==> config.mk <==
export PLATFORM = sky130hd
export DESIGN_NAME = path_segment_sequencer
export DESIGN_NICKNAME = d
export VERILOG_FILES = /design/src/rtl/path_segment_sequencer.sv
export SDC_FILE = /design/constraint.sdc
export NUM_CORES = 1
export LEC_CHECK = 0
export CAP_MARGIN = 20
export CELL_PAD_IN_SITES_DETAIL_PLACEMENT = 1
export CELL_PAD_IN_SITES_GLOBAL_PLACEMENT = 1
export CORE_ASPECT_RATIO = 2
export CORE_MARGIN = 10
export CORE_UTILIZATION = 52
export CTS_BUF_LIST = sky130_fd_sc_hd__clkbuf_4 sky130_fd_sc_hd__clkbuf_8
export CTS_CLUSTER_SIZE = 40
export DETAILED_ROUTE_END_ITERATION = 8
export DONT_BUFFER_PORTS = 1
export MAX_ROUTING_LAYER = met4
export PLACE_DENSITY = 0.86
export SLEW_MARGIN = 20
export SYNTH_ARGS = -nofsm -noshare
export SYNTH_HDL_FRONTEND = slang
export SYNTH_SLANG_ARGS = --single-unit
==> constraint.sdc <==
create_clock -name clk -period 5.4 [get_ports clk]
set_input_delay 1.08 -clock clk [delete_from_list [all_inputs] [get_ports clk]]
set_output_delay 1.08 -clock clk [all_outputs]
set_load 0.02 [all_outputs]
==> src/rtl/path_segment_sequencer.sv <==
// Command sequencer for the two-operand add/multiply path segment: register file,
// operand drive, result capture/writeback and a self-check against an expected value.
module path_segment_sequencer #(
  parameter int NREG = 4,
  parameter int DW   = 16,
  parameter int MW   = 8
) (
  input  logic                    clk,
  input  logic                    rst,
  input  logic                    wr_en,
  input  logic [$clog2(NREG)-1:0] wr_addr,
  input  logic [DW-1:0]           wr_data,
  input  logic                    cmd_valid,
  output logic                    cmd_ready,
  input  logic                    cmd_op,
  input  logic [$clog2(NREG)-1:0] cmd_src_a,
  input  logic [$clog2(NREG)-1:0] cmd_src_b,
  input  logic [$clog2(NREG)-1:0] cmd_dst,
  output logic                    rsp_valid,
  input  logic                    rsp_ready,
  output logic [DW-1:0]           rsp_data,
  output logic                    rsp_err,
  output logic [DW-1:0]           seg_r1,
  output logic [DW-1:0]           seg_r2,
  output logic [DW-1:0]           seg_r3,
  output logic [DW-1:0]           seg_r4,
  output logic                    seg_s1,
  output logic                    seg_s2,
  output logic                    seg_op,
  input  logic [DW-1:0]           seg_regout
);

  localparam int AW = $clog2(NREG);

  typedef enum logic [2:0] {
    IDLE = 3'd0,
    LOAD = 3'd1,
    EXEC = 3'd2,
    CAPT = 3'd3,
    RESP = 3'd4
  } state_t;

  state_t          state;
  state_t          state_nxt;
  logic [DW-1:0]   rf [NREG];
  logic [DW-1:0]   expected;
  logic [AW-1:0]   dst;
  logic            accept;

  // Reference result; multiply is an unsigned product of the low MW bits.
  function automatic logic [DW-1:0] expect_result(input logic op,
                                                  input logic [DW-1:0] a,
                                                  input logic [DW-1:0] b);
    logic [DW-1:0] a_ext;
    logic [DW-1:0] b_ext;
    a_ext = {{(DW-MW){1'b0}}, a[MW-1:0]};
    b_ext = {{(DW-MW){1'b0}}, b[MW-1:0]};
    if (op) begin
      expect_result = a_ext * b_ext;
    end else begin
      expect_result = a + b;
    end
  endfunction

  assign cmd_ready = (state == IDLE);
  assign accept    = cmd_valid && (state == IDLE);
  assign seg_r2    = {DW{1'b0}};
  assign seg_r3    = {DW{1'b0}};
  assign seg_s1    = 1'b0;

  always_ff @(posedge clk or posedge rst) begin
    if (rst) begin
      state <= IDLE;
    end else begin
      state <= state_nxt;
    end
  end

  always_comb begin
    state_nxt = state;
    case (state)
      IDLE: begin
        if (cmd_valid) begin
          state_nxt = LOAD;
        end else begin
          state_nxt = IDLE;
        end
      end
      LOAD: state_nxt = EXEC;
      EXEC: state_nxt = CAPT;
      CAPT: state_nxt = RESP;
      RESP: begin
        // The first RESP cycle only raises rsp_valid; rsp_ready counts once it is up.
        if (rsp_valid && rsp_ready) begin
          state_nxt = IDLE;
        end else begin
          state_nxt = RESP;
        end
      end
      default: state_nxt = IDLE;
    endcase
  end

  always_ff @(posedge clk or posedge rst) begin
    if (rst) begin
      for (int i = 0; i < NREG; i++) begin
        rf[i] <= {DW{1'b0}};
      end
      seg_r1    <= {DW{1'b0}};
      seg_r4    <= {DW{1'b0}};
      seg_s2    <= 1'b0;
      seg_op    <= 1'b0;
      expected  <= {DW{1'b0}};
      dst       <= {AW{1'b0}};
      rsp_valid <= 1'b0;
      rsp_data  <= {DW{1'b0}};
      rsp_err   <= 1'b0;
    end else begin
      if (wr_en) begin
        rf[wr_addr] <= wr_data;
      end
      // Writeback is the later assignment, so it beats a same-cycle host write.
      if (state == CAPT) begin
        rf[dst] <= seg_regout;
      end
      case (state)
        IDLE: begin
          if (accept) begin
            seg_r1   <= rf[cmd_src_a];
            seg_r4   <= rf[cmd_src_b];
            seg_s2   <= 1'b1;
            seg_op   <= cmd_op;
            dst      <= cmd_dst;
            expected <= expect_result(cmd_op, rf[cmd_src_a], rf[cmd_src_b]);
          end
        end
        CAPT: begin
          rsp_data <= seg_regout;
          rsp_err  <= (seg_regout != expected);
          seg_r1   <= {DW{1'b0}};
          seg_r4   <= {DW{1'b0}};
          seg_s2   <= 1'b0;
          seg_op   <= 1'b0;
        end
        RESP: begin
          if (!rsp_valid) begin
            rsp_valid <= 1'b1;
          end else if (rsp_ready) begin
            rsp_valid <= 1'b0;
          end
        end
        default: begin
        end
      endcase
    end
  end

endmodule

**Yosys cells after proc, flatten, opt, wreduce, memory -nomap -nowiden**

Cells that the tools add are included.

- Register bits: 137
- Bits of input ports: 46
- Output and inout bits: 86
- Word-level logic and storage cells: 68

- Add/sub/neg operators: 1
- Multiply operators: 1
- $lt $le $gt $ge: 6
- Equality and inequality tests: 6
- Muxes and demuxes: 28
- Bitwise operators: 4
- Reductions and logical operators: 8

Operator list:

| kind | count |
|---|---|
| 2-to-1 mux 16 bit | 9 |
| bitwise mux 64 bit | 2 |
| 2-to-1 mux 64 bit | 2 |
| binary-select mux 16 bit (select 2 bit) | 2 |
| demux 16 bit (select 2 bit) | 2 |
| case mux 16 bit (2 select lines) | 2 |
| adder 16 bit | 1 |
| multiplier 8 x 8 -> 16 bit | 1 |
| inequality test 16 bit | 1 |
| case mux 3 bit (5 select lines) | 1 |
| >= comparator 3 bit (second input constant) | 4 |
| inverter 2 -> 3 bit | 4 |
| equality test 3 x 2 -> 1 bit (second input constant) | 2 |
| < comparator 3 x 1 -> 1 bit (second input constant) | 2 |
| 2-to-1 mux 1 bit | 5 |
| logical AND 1 bit | 4 |
| case mux 1 bit (2 select lines) | 2 |
| AND reduction 2 bit | 2 |
| equality test 3 x 1 -> 1 bit (second input constant) | 1 |
| equality test 3 bit (second input constant) | 1 |
| zero test 3 bit | 1 |
| 2-to-1 mux 3 bit | 1 |
| inequality test 2 x 1 -> 1 bit (second input constant) | 1 |
| nonzero test 2 bit | 1 |

**Logic depth before layout (Yosys ltp)**

- Depth after elaboration: 9
- Mapped depth: 20
- Gate-level depth less buffers: 18

**Least setup slack after synthesis**

OpenSTA, ideal clock, no wires.

- Path kind: input -> register
- Start: input port cmd_src_b[0]
- End: register expected[12]
- Setup time: 0.138 ns
- Arrival time: 5.499 ns
- Required time: 5.262 ns
- Slack: -0.237 ns
- Cell stages on the path: 16
- Path buffers: 2
- Path through: buf_2 > buf_4 > mux4_2 > ha_1 > fa_1 > fa_1 > fa_1 > inv_1 > fa_1 > inv_1 > ha_1 > o41ai_4 > o21bai_1 > a21oi_2 > xor2_1 > o221ai_1

- Cells in the longest elaborated chain, start to end: 6
- Elaborated cells on any way between the ends: 7
- Classes of those cells: 1 x add/sub; 1 x mul; 4 x mux; 1 x bitwise

Ends and longest elaborated chain:

| what | RTL line | text |
|---|---|---|
| from (decl) | 17 | `input logic [$clog2(NREG)-1:0] cmd_src_b,` |
| inverter 2 -> 3 bit (not written as such) * | 134 | `expected <= expect_result(cmd_op, rf[cmd_src_a], rf[cmd_src_b]);` |
| binary-select mux 16 bit (select 2 bit) * | 134 |  |
| 2-to-1 mux 16 bit (not written as such) * (2 in a row) | 134 |  |
| multiplier 8 x 8 -> 16 bit / adder 16 bit (equally long branches) | 59, 61 |  |
| 2-to-1 mux 16 bit * | 58 | `if (op) begin` |
| to (signal assigned) | 113 | `expected <= {DW{1'b0}};` |
| to (signal assigned) | 134 |  |
| to (decl) | 46 | `logic [DW-1:0] expected;` |

Every way passes the cells marked *; elsewhere a longest branch is shown, timed or not. The select of a mux whose other input is x is not followed.
A chain may end at the register's enable or synchronous reset.

**Worst setup path after layout**

- Start: input port cmd_src_a[0]
- End: register expected[13]

- Cells in the longest elaborated chain, start to end: 6
- Elaborated cells on any way between the ends: 7
- Classes of those cells: 1 x add/sub; 1 x mul; 4 x mux; 1 x bitwise

Ends and longest elaborated chain:

| what | RTL line | text |
|---|---|---|
| from (decl) | 16 | `input logic [$clog2(NREG)-1:0] cmd_src_a,` |
| inverter 2 -> 3 bit (not written as such) * | 134 |  |
| binary-select mux 16 bit (select 2 bit) * | 134 |  |
| 2-to-1 mux 16 bit (not written as such) * (2 in a row) | 134 |  |
| multiplier 8 x 8 -> 16 bit / adder 16 bit (equally long branches) | 59, 61 |  |
| 2-to-1 mux 16 bit * | 58 |  |

Marks and branches as above.

==> results.txt <==
The post-detailed-route wirelength per cell came out at approximately 27 µm. The core region area came out at 18300 µm². The share of the cycle needed by the critical path after routing is 0.935. For this run, design rule violations remaining after detail routing come to 0. Ranked by total cell area, the synthesized netlist is headed by sky130_fd_sc_hd__dfrtp_1, sky130_fd_sc_hd__fa_1, sky130_fd_sc_hd__mux4_2, sky130_fd_sc_hd__mux2i_1, sky130_fd_sc_hd__ha_1. Averaged over all synthesized cells, the footprint is 10.4 µm². The launch point of the worst reg-to-reg path is rf[1]$_DFF_PP0_. The number of H-tree levels came out at 4.

The wire length reported by the detailed router came out at around 31 mm. Measured in cells, the most critical reg-to-reg path has a length of 16. The number of antenna-violating nets in the routed design is 0. The count of hold buffers inserted by post-cts repair is 0. Along the worst path, the maximum fanout reaches 16. The fraction of the yosys area taken by sequential cells is 0.355. Headroom to the max-slew limit came out at 0.266. The beginning of the worst hold path is expected[3]$_DFFE_PP0P_. The via count of the first global-routing pass is between 8000 and 9000. The biggest area contributor in the post-synthesis netlist is sky130_fd_sc_hd__dfrtp_1. The clock sink count came out at approximately 140. Before antenna repair, the detailed router went through 5 iterations.

The post-synthesis instance area is 9670 µm². The number of flops mapped to enable cells by yosys is 0. The die boundary width came out at 116 µm. The maximum clock rate came out at 0.198 GHz. The sum of net half-perimeters after detailed placement is 23.7 mm. The final instance area came out at 10400 µm². The detailed router's first-iteration violation count is 380. In this run the clock root is driven by a sky130_fd_sc_hd__clkbuf_8.

The fraction of synthesis flops using an asynchronous set or reset pin is 1.00. The number of pins exceeding their max-slew limit in the final report came out at 0. Leaving out fill and tap cells, the most frequent cell in the layout is sky130_fd_sc_hd__dfrtp_1. The end of the worst register-to-register path is expected[13]$_DFFE_PP0P_. The quantity of gates resized following cts is 0. Counting flops and latches in the post-synthesis netlist gives 137. The total overflow reported by the global router is 0.

The dominant register cell in the synthesized netlist is sky130_fd_sc_hd__dfrtp_1. The total number of vias came out at 7453. The run finished with clean final reports. The number of antenna repair diodes came out at 0. The number of cell rows is 70. The count of synthesis-stage warnings from yosys is 0. The post-layout minimum cycle time is 5.05 ns. The type of origin of the critical path is an input port. Buffers inserted during clock tree synthesis total 17.

The placer's final routability congestion estimate is 0.976. By startpoint and endpoint, the worst setup path is classified as input port to register. The number of setup violations in the final report came out at 0. Leaving out fill and tap cells, the most frequent cells in the layout are sky130_fd_sc_hd__dfrtp_1, sky130_fd_sc_hd__nand2_1, sky130_fd_sc_hd__o21ai_0.

Using the TritonRoute via totals, the vias-per-cell ratio works out to 6.39. The clock latency reported for the late side of the worst-skew pair came out at 0.47 ns. The worst setup path is captured at a register. The number of unique standard cell types used by synthesis came out at between 50 and 60.

The count of max-cap constraint violations came out at 0. The clock-pin slew reported for the worst setup and hold paths after clock tree synthesis came out at 0.09 ns. The largest net degree at the start of global routing is 102.

Setup repair after global routing left no endpoint under its margin. The final layout contains 1071 nets. The growth of design area from synthesis to finish is 7.08%. The initial antenna violation count came out at 0. The area share of the largest cell type after synthesis is 0.355. The CTS tree is done. The final-report hold violation count is 0. The largest clock skew in the final design is 0.0119 ns.

The gate count of the mapped netlist came out at ~900. The slack of the worst reg-to-reg path is 0.55 ns. The critical path starts at cmd_src_a[0]. The floorplan die area came out at approximately 25000 µm². The wire length of the first global-routing pass is 49.0 mm.

The vertical die dimension is about 210 µm. Post-CTS timing repair inserted 0 buffers for setup. The total routing usage reported by global routing is 0.271. At the pin with the least slew margin, the transition time is about 1.1 ns. The number of non-filler instances in the completed layout is 1166. The instance count after placement with tap cells included came out at 1134. The worst min-delay path class is register to register.

At the worst endpoint, the arrival time is 5.40 ns. Port buffering added 0 buffers. The most critical setup path has its endpoint at expected[13]$_DFFE_PP0P_. The fraction of final layout cells sized beyond drive strength 1 came out at 0.149. The I/O pin count is about 130. The initial utilization of the core area, before any placement, comes to 0.528. The endpoint required time on the critical path came out at 5.75 ns. The longest clock path from root to sink contains 2 buffers. After detailed placement, the total cell area comes to 9930 µm².
## sequential cells by signal, summed over array words and instances (netlist names)
| name | cells |
|---|---|
| seg_s2 | 1 |
| seg_r4 | 16 |
| seg_op | 1 |
| rf | 64 |
| expected | 16 |
| state | 3 |
| rsp_valid | 1 |
| dst | 2 |
| rsp_data | 16 |
| seg_r1 | 16 |
| rsp_err | 1 |
## synthesized netlist by cell type (all sizes together), types with 4 or more instances
| cell | number |
|---|---|
| nor3 | 9 |
| mux2 | 17 |
| fa | 37 |
| nor2 | 24 |
| nand3 | 6 |
| a22o | 30 |
| a211oi | 8 |
| dfrtp | 137 |
| inv | 57 |
| nand4 | 6 |
| a21oi | 21 |
| o21bai | 4 |
| mux2i | 65 |
| a21o | 7 |
| xnor2 | 31 |
| o21ai | 99 |
| mux4 | 32 |
| clkbuf | 16 |
| nand2 | 118 |
| xor2 | 7 |
| ha | 51 |
| and2 | 47 |
| buf | 60 |
## worst max-delay path: stages
cell and delay, ns:
sky130_fd_sc_hd__mux4_2 0.60, sky130_fd_sc_hd__and2_1 0.22, sky130_fd_sc_hd__fa_1 0.47, sky130_fd_sc_hd__fa_1 0.47, sky130_fd_sc_hd__ha_1 0.30, sky130_fd_sc_hd__inv_1 0.05
sky130_fd_sc_hd__fa_1 0.47, sky130_fd_sc_hd__inv_1 0.04, sky130_fd_sc_hd__ha_1 0.33, sky130_fd_sc_hd__nor2b_1 0.19, sky130_fd_sc_hd__o31a_1 0.27, sky130_fd_sc_hd__o21ai_1 0.38
sky130_fd_sc_hd__o21bai_1 0.16, sky130_fd_sc_hd__xor2_1 0.16, sky130_fd_sc_hd__o22ai_1 0.14, sky130_fd_sc_hd__a21oi_1 0.06
## per-layer routing
metal | routed length [µm] | up-vias | global-route usage
li1 | - | 3182 | -
met1 | 10200 | 3801 | 0.247
met2 | 17000 | 324 | 0.463
met3 | 1800 | 146 | 0.0641
met4 | 2400 | 0 | 0.222
met5 | 0 | - | -
## metrics by stage
step,utilization,setup WS [ns],hold WS [ns],TNS (ns)
after floorplan,-,0.000196,0.470,0
after global placement,0.542,0.00179,0.487,0
after detailed placement,0.542,-0.129,0.503,-0.520
after CTS,0.566,0.388,0.527,0
after global routing,0.566,0.172,0.554,0
final,0.566,0.353,0.532,0
## logic make-up after synthesis
family          after synthesis  share of synthesized area
mux                         114                      0.162
simple gates                226                      0.111
other cells                   1                   0.000388
xor+xnor                     38                     0.0344
compound gates              190                      0.126
flops                       137                      0.355
fa+ha+maj                    88                      0.143
buf+inv                     133                     0.0691
## layout make-up
type	instances	area (µm²)
Fill cell	1985	7950
Inverter	57	219
Clock inverter	13	165
Sequential cell	137	3430
Tap cell	216	270
Clock buffer	19	262
Multi-Input combinational cell	689	5750
Timing Repair Buffer	35	263
## how the worst min path moves through the flow
stage | depth (start not counted) | to
6_report | 2 | expected[3]$_DFFE_PP0P_
5_1_grt | 2 | expected[4]$_DFFE_PP0P_
4_1_cts | 2 | expected[3]$_DFFE_PP0P_
3_5_place_dp | 2 | expected[4]$_DFFE_PP0P_
3_3_place_gp | 2 | expected[0]$_DFFE_PP0P_
2_1_floorplan | 2 | expected[0]$_DFFE_PP0P_
Power is left out: the tool's default activity adds up to more than one toggle a clock period on the data nets, which glitch-free logic cannot reach.
